File: config.mk
export PLATFORM = sky130hd
export DESIGN_NAME = spdif_frame_sequencer
export DESIGN_NICKNAME = d
export VERILOG_FILES = /design/src/rtl/spdif_pkg.sv /design/src/rtl/spdif_subframe_pack.sv /design/src/rtl/spdif_frame_sequencer.sv
export SDC_FILE = /design/constraint.sdc
export NUM_CORES = 1
export LEC_CHECK = 0
export ABC_AREA = 1
export CAP_MARGIN = 20
export CORE_ASPECT_RATIO = 0.8
export CORE_MARGIN = 2
export CORE_UTILIZATION = 45
export CTS_CLUSTER_DIAMETER = 60
export CTS_CLUSTER_SIZE = 24
export DETAILED_ROUTE_END_ITERATION = 12
export PLACE_DENSITY = 0.81
export SETUP_SLACK_MARGIN = 0.1
export SLEW_MARGIN = 25
export SYNTH_ARGS = -nofsm -noshare
export SYNTH_HDL_FRONTEND = slang
export SYNTH_SLANG_ARGS = --single-unit
File: constraint.sdc
create_clock -name clk -period 2.3 [get_ports clk]
set_input_delay 0.46 -clock clk [delete_from_list [all_inputs] [get_ports clk]]
set_output_delay 0.46 -clock clk [all_outputs]
set_load 0.005 [all_outputs]
File: src/rtl/spdif_pkg.sv
// Shared SPDIF definitions: preamble codes, block length, subframe field positions
// and the frame sequencer state encoding.
package spdif_pkg;

  typedef logic [1:0] preamble_t;

  localparam preamble_t PREAMBLE_B = 2'd0;
  localparam preamble_t PREAMBLE_M = 2'd1;
  localparam preamble_t PREAMBLE_W = 2'd2;

  localparam int         FRAMES_PER_BLOCK = 192;
  localparam logic [7:0] LAST_FRAME       = 8'(FRAMES_PER_BLOCK - 1);

  localparam int SF_AUDIO_MSB = 27;
  localparam int SF_V_BIT     = 28;
  localparam int SF_U_BIT     = 29;
  localparam int SF_C_BIT     = 30;
  localparam int SF_P_BIT     = 31;

  typedef enum logic [1:0] {
    ST_IDLE,
    ST_LOAD,
    ST_LEFT,
    ST_RIGHT
  } seq_state_t;

  // Even-parity bit over the time slots 4..30 of a subframe.
  function automatic logic even_parity(input logic [26:0] bits);
    return ^bits;
  endfunction

endpackage

File: src/rtl/spdif_subframe_pack.sv
// Combinational IEC-60958 subframe builder: left-justified audio, V/U/C flags and
// the closing parity bit. Preamble slot (bits 3:0) is left at zero.
module spdif_subframe_pack
  import spdif_pkg::*;
#(
  parameter int SAMPLE_W = 24
) (
  input  logic [SAMPLE_W-1:0] sample,
  input  logic                v,
  input  logic                u,
  input  logic                c,
  output logic [31:0]         subframe
);

  logic [SF_C_BIT:0] body;

  // Assemble all fields below the parity bit, then append even parity over 4..30.
  // NOTE: every variable driven from always_comb gets a default first so no path leaves it unassigned (no latch).
  always_comb begin
    body                                = '0;
    body[SF_AUDIO_MSB -: SAMPLE_W]      = sample;
    body[SF_V_BIT]                      = v;
    body[SF_U_BIT]                      = u;
    body[SF_C_BIT]                      = c;
    subframe                            = {even_parity(body[SF_C_BIT:4]), body};
  end

endmodule

File: src/rtl/spdif_frame_sequencer.sv
// SPDIF transmit frame sequencer: pulls stereo pairs, builds left/right subframes,
// assigns B/M/W preambles and walks the 192-frame channel-status block.
module spdif_frame_sequencer
  import spdif_pkg::*;
#(
  parameter int SAMPLE_W = 24,
  parameter int CS_W     = 40
) (
  input  logic                clk,
  input  logic                rst,
  input  logic                enable,
  input  logic [CS_W-1:0]     cs_bits,
  input  logic                s_valid,
  output logic                s_ready,
  input  logic [SAMPLE_W-1:0] s_left,
  input  logic [SAMPLE_W-1:0] s_right,
  output logic                m_valid,
  input  logic                m_ready,
  output logic [1:0]          m_preamble,
  output logic [31:0]         m_subframe,
  output logic [7:0]          frame_idx,
  output logic                block_start,
  output logic [15:0]         underrun_cnt,
  output logic                busy
);

  localparam int         CS_IDX_W = (CS_W > 1) ? $clog2(CS_W) : 1;
  localparam logic [7:0] CS_LIMIT = 8'(CS_W);

  seq_state_t          state, next_state;
  logic [SAMPLE_W-1:0] left_q, right_q;
  logic                v_q, c_q;
  logic [CS_W-1:0]     cs_shadow;
  logic [CS_W-1:0]     cs_word;
  logic                c_bit;
  logic [SAMPLE_W-1:0] cur_sample;
  logic [31:0]         packed_subframe;

  // State register; a synchronous reset aborts any frame in flight.
  // NOTE: sequential state is written with non-blocking assignments only, so all flops update together.
  always_ff @(posedge clk) begin
    if (rst) state <= ST_IDLE;
    else     state <= next_state;
  end

  // Next-state decode and the handshake/strobe outputs derived from the state.
  always_comb begin
    next_state  = state;
    s_ready     = 1'b0;
    block_start = 1'b0;
    m_valid     = 1'b0;
    m_preamble  = PREAMBLE_B;
    case (state)
      ST_IDLE: begin
        if (enable) next_state = ST_LOAD;
      end
      ST_LOAD: begin
        s_ready     = s_valid;
        block_start = (frame_idx == 8'd0);
        next_state  = ST_LEFT;
      end
      ST_LEFT: begin
        m_valid    = 1'b1;
        m_preamble = (frame_idx == 8'd0) ? PREAMBLE_B : PREAMBLE_M;
        if (m_ready) next_state = ST_RIGHT;
      end
      ST_RIGHT: begin
        m_valid    = 1'b1;
        m_preamble = PREAMBLE_W;
        if (m_ready) next_state = enable ? ST_LOAD : ST_IDLE;
      end
      default: next_state = ST_IDLE;
    endcase
  end

  // Channel-status bit for the frame being loaded; frame 0 reads cs_bits directly
  // because the shadow is only refreshed on that same edge.
  always_comb begin
    cs_word = (frame_idx == 8'd0) ? cs_bits : cs_shadow;
    c_bit   = 1'b0;
    if (frame_idx < CS_LIMIT) c_bit = cs_word[frame_idx[CS_IDX_W-1:0]];
  end

  // Frame datapath: capture samples/flags in LOAD, advance the frame counter on RIGHT acceptance.
  // NOTE: the sample holding registers and the cs shadow are reset too, so nothing stale leaks out after rst.
  always_ff @(posedge clk) begin
    if (rst) begin
      left_q       <= '0;
      right_q      <= '0;
      v_q          <= 1'b0;
      c_q          <= 1'b0;
      cs_shadow    <= '0;
      frame_idx    <= '0;
      underrun_cnt <= '0;
    end else begin
      if (state == ST_LOAD) begin
        left_q  <= s_valid ? s_left  : '0;
        right_q <= s_valid ? s_right : '0;
        v_q     <= ~s_valid;
        c_q     <= c_bit;
        if (!s_valid && underrun_cnt != 16'hFFFF) underrun_cnt <= underrun_cnt + 16'd1;
        if (frame_idx == 8'd0) cs_shadow <= cs_bits;
      end
      if (state == ST_RIGHT && m_ready) begin
        if (!enable || frame_idx == LAST_FRAME) frame_idx <= '0;
        else                                    frame_idx <= frame_idx + 8'd1;
      end
    end
  end

  assign busy       = (state != ST_IDLE);
  assign cur_sample = (state == ST_RIGHT) ? right_q : left_q;
  assign m_subframe = m_valid ? packed_subframe : 32'd0;

  spdif_subframe_pack #(
    .SAMPLE_W (SAMPLE_W)
  ) u_pack (
    .sample   (cur_sample),
    .v        (v_q),
    .u        (1'b0),
    .c        (c_q),
    .subframe (packed_subframe)
  );

endmodule

==> impl_metrics.ini, run 1 <==
[outcome]
status = finished, violations left
violations = setup timing

[clock_tree]
clk_latency_ns = 0.41
clock_path_buffers = 2
cts_tree = done
htreeDepth = 4
cts_buffers = 17
clk_pin_slew_ns = 0.06
clock-root-buffer = clkbuf_16
holdBufCountCts = 0
cts.sinks = 116

[sta]
slew_headroom_pct = 58.5
finalSetupViolCount = 25
fin_crit_sh_pct = 134
slew_viol_final = 0
grt_setup_unrepaired = yes
clock_skew_ns = 0.0124
min_period_ns = 3.09
hold_viol_final = 0
max_freq_mhz = 324
layout_setup_ws_ns = -0.788
worstMarginPinSlew_ns = 0.623

[drt]
viasPerCell = 5.12
ant_nets = 0
firstDrtPassIters = 5
vias = 6516
drc = 0
detail_route.wl_per_cell_um = 14.7
drtIter0Drc = 595
drt-total-wl_um = 18700

[place]
dp.cells = 1212
place_congestion = 0.838
place_ws_ns = -0.641
port_buffers = 149
place_hpwl_um = 12000
post_dp_cell_area_um2 = 8000

[power_and_ir_drop]
p_total_mw = 8.79
peakVddDrop_uv = 582
p_leak_nw = 3.61
power_density_nw_per_um2 = 958

[logic_synthesis]
synth_top_area_share_pct = 38.2
synth_edf_count = 0
synth_commonest_cells = nand2_1, dfxtp_1, nor2_1
synth_most_common_cell = nand2_1
yosysSeqAreaShare_pct = 38.2
synth_top_area_cell = dfxtp_1
async_flop_share_pct = 0
yosys_register_bits = 116
synth_warnings = 0
syn_area_um2 = 6080
avgSynthCellArea_um2 = 6.89
synth_cells = 882
yosys-top-cells-area = dfxtp_1, nand2_1, a21oi_1, nand3_1, nor2_1
synth_top_flop_cell = dfxtp_1
yosysUniqueCellTypes = 43

[die]
fp.dieH_um = 108
core_um2 = 13000
placement_rows = 37
fp.dieArea_um2 = 14500
io_pins = 155
die_x_um = 134
start_util_pct = 46.7

[global_routing]
grt_antenna_before_repair = 0
grt_max_degree = 60
grt_pass1_vias = 6116
grt_pass1_wl_um = 29600
grtUsageTotal_pct = 25.5
grt-ovfl-total = 0

[worst_setup_path]
cp.arrival_ns = 2.63
crit_type = reg -> out
cp-end-kind = primary output
crit_required_ns = 1.84
cp-start-kind = flip-flop
cp_max_fo = 6

[layout]
fill_cells = 1028
areaGrowthSynthToFinish_pct = 51.0
drive_gt1_share_pct = 17.6
finish.instance_area_um2 = 9180
antenna_cells = 0
final_cells = 1272
final_nets = 1185

[flow_run]
cap_violations = 0

[hold_path]
min_path_type = reg -> reg
-- sequential cells by signal, summed over array words and instances (netlist names) --
name and cells:
c_q 1, cs_shadow 40, frame_idx 8, left_q 24, right_q 24, state 2
underrun_cnt 16, v_q 1
-- stage by stage --
step                hold WS, ns  utilization, %  setup TNS, ns
floorplan                 0.430               -              0
global placement          0.438            61.5         -0.589
detailed placement        0.444            61.5         -0.641
CTS                       0.453            69.2          -3.49
global route              0.477            70.5          -5.09
finish                    0.452            70.5          -3.24
-- per-layer routing --
layer	track usage (%)	up-vias	part of all wire (%)
met5	0	-	0
met4	8.97	0	2.0
met3	6.05	30	6.4
met2	41.6	237	47
met1	33.1	2989	44
li1	-	3260	-
-- logic make-up (layout without fill, tap and decap cells) --
| logic type | after synthesis | in the layout | synth area share, % |
|---|---|---|---|
| AND/OR/NAND/NOR | 427 | 428 | 30.6 |
| AO/OA/AOI/OAI | 162 | 162 | 14.1 |
| buffers and inverters | 130 | 340 | 9.59 |
| flip-flops | 116 | 116 | 38.2 |
| XOR/XNOR | 26 | 26 | 3.75 |
| multiplexers | 12 | 12 | 2.04 |
| adder cells (fa/ha/maj) | 8 | 8 | 1.65 |
| other | 1 | 5 | 0.0617 |
-- path summary, 6_finish.rpt --
check             slack, ns  cells after the start     startpoint        endpoint
setup / recovery      -0.79                     12       state[1]  m_subframe[31]
hold / removal         0.45                      2  cs_shadow[25]   cs_shadow[25]
setup reg to reg       0.18                     19   frame_idx[0]             c_q
hold reg to reg        0.45                      2  cs_shadow[25]   cs_shadow[25]
-- repair_timing --
action | CTS | global route
resized for setup | 109 | 30
buffers inserted | 13 | 11
gates cloned | 4 | 0
pin swaps | 17 | 20
setup endpoints to repair | 34 | 31
-- report_power, final --
part	internal, mW	switching [mW]
Clock	1.98	0.962
Combinational	1.48	1.72
Sequential	2.43	0.208
-- placed cells by master (no fill, tap or decap), types with 4 or more instances in the layout --
cell type / synthesis / routed
nand2_1: 205 / 201
clkdlybuf4s50_1: 0 / 118
dfxtp_1: 116 / 113
nor2_1: 102 / 95
a21oi_1: 79 / 79
nand3_1: 79 / 75
inv_1: 71 / 64
buf_4: 8 / 61
o21ai_0: 57 / 53
dlygate4sd2_1: 0 / 19
xor2_1: 18 / 18
clkbuf_16: 0 / 17
inv_2: 6 / 13
buf_6: 8 / 11
nand3b_1: 9 / 9
xnor2_1: 8 / 8
nor3_1: 9 / 8
buf_2: 2 / 8
mux2i_4: 0 / 7
nor2_2: 3 / 7
buf_12: 0 / 7
o21ai_1: 8 / 6
nor3b_1: 6 / 6
mux2i_2: 1 / 5
o21ai_2: 2 / 5
a211oi_1: 5 / 5
conb_1: 1 / 5
bufinv_16: 0 / 5
nand3_2: 0 / 4
ha_1: 8 / 4
ha_4: 0 / 4
-- critical path: stages, from the launching register on --
cell and delay, ns:
dfxtp_4 0.35, ha_4 0.21, bufbuf_16 0.28, nand2_1 0.07
o21ai_2 0.07, xnor2_1 0.22, xnor2_1 0.17, xor2_1 0.27
xor2_1 0.26, nand2_1 0.09, nand2_1 0.07, nor2_1 0.04
buf_2 0.12
-- area by class of cell --
type                       instances  area [um2]  share of cell area, %
clock inverter                    12         201                   2.19
timing repair buffer             230        2200                   24.0
tap                              175         219                   2.39
inverter                          78         298                   3.24
sequential                       116        2330                   25.4
multi-input combinational        641        3470                   37.8
clock buffer                      20         457                   4.98
Power figures use the tool's default switching activity.
==> run 2: changes to the inputs <==
--- a/config.mk
+++ b/config.mk
@@ -8,7 +8,6 @@
 export ABC_AREA = 1
 export CAP_MARGIN = 20
 export CORE_ASPECT_RATIO = 0.8
-export CORE_MARGIN = 2
 export CORE_UTILIZATION = 45
 export CTS_CLUSTER_DIAMETER = 60
 export CTS_CLUSTER_SIZE = 24
==> constraint.sdc (replaced) <==
create_clock -name clk -period 2.3 [get_ports clk]
set_input_delay 0.46 -clock clk [delete_from_list [all_inputs] [get_ports clk]]
set_output_delay 0.46 -clock clk [all_outputs]
set_load 0.05 [all_outputs]
==> run 2 against run 1 <==
The flow still finishes with violations (setup timing); total power grew 6.2%; via count shrank 1.3%; design area grew 2.2%; clock skew shrank 0.0055 ns; sequential share of layout area shrank 0.49 points; combinational power grew 22%; highest routed layer unchanged.
==> impl_metrics.ini, run 2 (same netlist as run 1, synthesis figures left out) <==
[worst_setup_path]
r2r_setup_slack_ns = 0.22
cp_max_fo = 14
cp.arrival_ns = 2.79
critPathCapture = m_subframe[31]
r2r-start = frame_idx[1]
crit_start = state[0]
crit_required_ns = 1.84
rr_endpoint = c_q
crit_type = reg -> out
cp-end-kind = primary output
cp-start-kind = flip-flop
ff2ff_path_depth = 18

[sta]
max_freq_mhz = 308
worstMarginPinSlew_ns = 0.650
layout_setup_ws_ns = -0.952
min_period_ns = 3.25
fin_crit_sh_pct = 141
grt_setup_unrepaired = yes
slew_viol_final = 0
finalSetupViolCount = 26
clock_skew_ns = 0.00688
holdWs_ns = 0.457
hold_viol_final = 0
totalNegativeSetupSlack_ns = -6.03
slew_headroom_pct = 56.6

[flow_run]
cap_violations = 0

[layout]
largest_register = cs_shadow
largest_reg_flops = 40
areaGrowthSynthToFinish_pct = 54.3
fill_cells = 1016
reg_top3 = cs_shadow (40), left_q (24), right_q (24)
layout.cells.most_common = nand2_1
antenna_cells = 0
final_nets = 1166
final_cell_mix = nand2_1, dfxtp_1, clkdlybuf4s50_1, a21oi_1, nand3_1
fin_util_pct = 72.1
drive_gt1_share_pct = 18.6
finish.instance_area_um2 = 9380

[clock_tree]
clk_pin_slew_ns = 0.05
htreeDepth = 4
cts.sinks = 116
clock_path_buffers = 2
cts_tree = done
cts_buffers = 17
holdBufCountCts = 0
clock-root-buffer = clkbuf_16
clk_latency_ns = 0.41

[drt]
drt-total-wl_um = 18600
viasPerCell = 5.13
vias = 6429
drtIter0Drc = 422
detail_route.wl_per_cell_um = 14.8
ant_nets = 0
firstDrtPassIters = 5
drc = 0

[power_and_ir_drop]
peakVddDrop_uv = 589
switchingPower_mw = 3.40
p_seq_share_pct = 28.2
p_comb_share_pct = 41.7
p_sw_share_pct = 36.5
intPower_mw = 5.93
power_density_nw_per_um2 = 995
p_leak_nw = 3.58
p_clk_share_pct = 30.0

[outcome]
violations = setup timing
status = finished, violations left

[place]
post_dp_cell_area_um2 = 8290
place_ws_ns = -0.442
place_hpwl_um = 12300
place_congestion = 0.847
port_buffers = 149

[global_routing]
grt_max_degree = 60
grt_pass1_vias = 6089
grt_use_met1_pct = 33.4
use_met3_pct = 5.05
grt-ovfl-total = 0
grtUsageTotal_pct = 26.2
grt_antenna_before_repair = 0
grt_pass1_wl_um = 29300
grt_use_met2_pct = 44.0
grt-busiest-layer = met2

[die]
io_pins = 155
die_x_um = 132
start_util_pct = 46.7
placement_rows = 37
fp.dieArea_um2 = 14000
core_um2 = 13000
fp.dieH_um = 106

[hold_path]
min_path_type = reg -> reg
hold_start = cs_shadow[26]
==> run 2: cell types whose count changed in the layout (fill, tap and decap cells not counted), sizes merged <==
cell           before  now
bufinv              5    3
nand2             208  207
bufbuf              1    0
clkdlybuf4s50     118  111
dlygate4sd2        19    2
inv                79   77
buf                88   97
dlymetal6s2s        0    2
clkbuf             22   24
clkdlybuf4s15       2    0
==> run 2: cell type report <==
type,instances,area [um2],share of cell area [%]
Clock buffer,24,514,5.48
Clock inverter,8,118,1.25
Inverter,78,304,3.24
Multi-Input combinational cell,640,3520,37.5
Sequential cell,116,2340,24.9
Tap cell,175,219,2.33
Timing Repair Buffer,212,2370,25.3
==> run 2: worst max-delay path: stages (launching register included) <==
cell,delay [ns]
dfxtp_4,0.35
ha_4,0.21
buf_12,0.16
mux2i_4,0.24
xor2_1,0.22
xor2_1,0.22
xor2_1,0.26
xor2_1,0.31
nand2_1,0.13
nand2_2,0.10
nor2_4,0.04
buf_12,0.15
==> run 2: power by group through the flow <==
stage	logic [mW]	registers [mW]	clock network [mW]
final	3.89	2.63	2.80
after global routing	4.19	2.68	2.93
after CTS	3.63	2.63	2.82
after detailed placement	3.30	2.66	0
after global placement	3.22	2.65	0
after floorplan	2.15	2.66	0
==> run 2: what timing repair did <==
action / 4_1_cts / 5_1_grt
gates resized for setup: 34 / 50
endpoints found under the setup margin: 34 / 32
buffers inserted: 8 / 3
pin swaps: 11 / 7
gates cloned: 2 / 0
==> run 2: worst min path at each step <==
stage / end / cells past startpoint
final: cs_shadow[26] / 2
after global placement: cs_shadow[18] / 2
after floorplan: cs_shadow[0] / 2
after global routing: cs_shadow[24] / 2
after detailed placement: cs_shadow[17] / 2
after CTS: cs_shadow[17] / 2
==> run 2: stage by stage <==
step	std cells	power [mW]
floorplan	886	4.82
global placement	1208	5.86
detailed placement	1208	5.97
CTS	1250	9.08
global route	1253	9.80
finish	1253	9.33
==> run 2: metal layers <==
layer  up-vias  part of all wire [%]
li1       3220                     -
met1      2976                    45
met2       201                    48
met3        32                   5.0
met4         0                   2.1
met5         -                     0
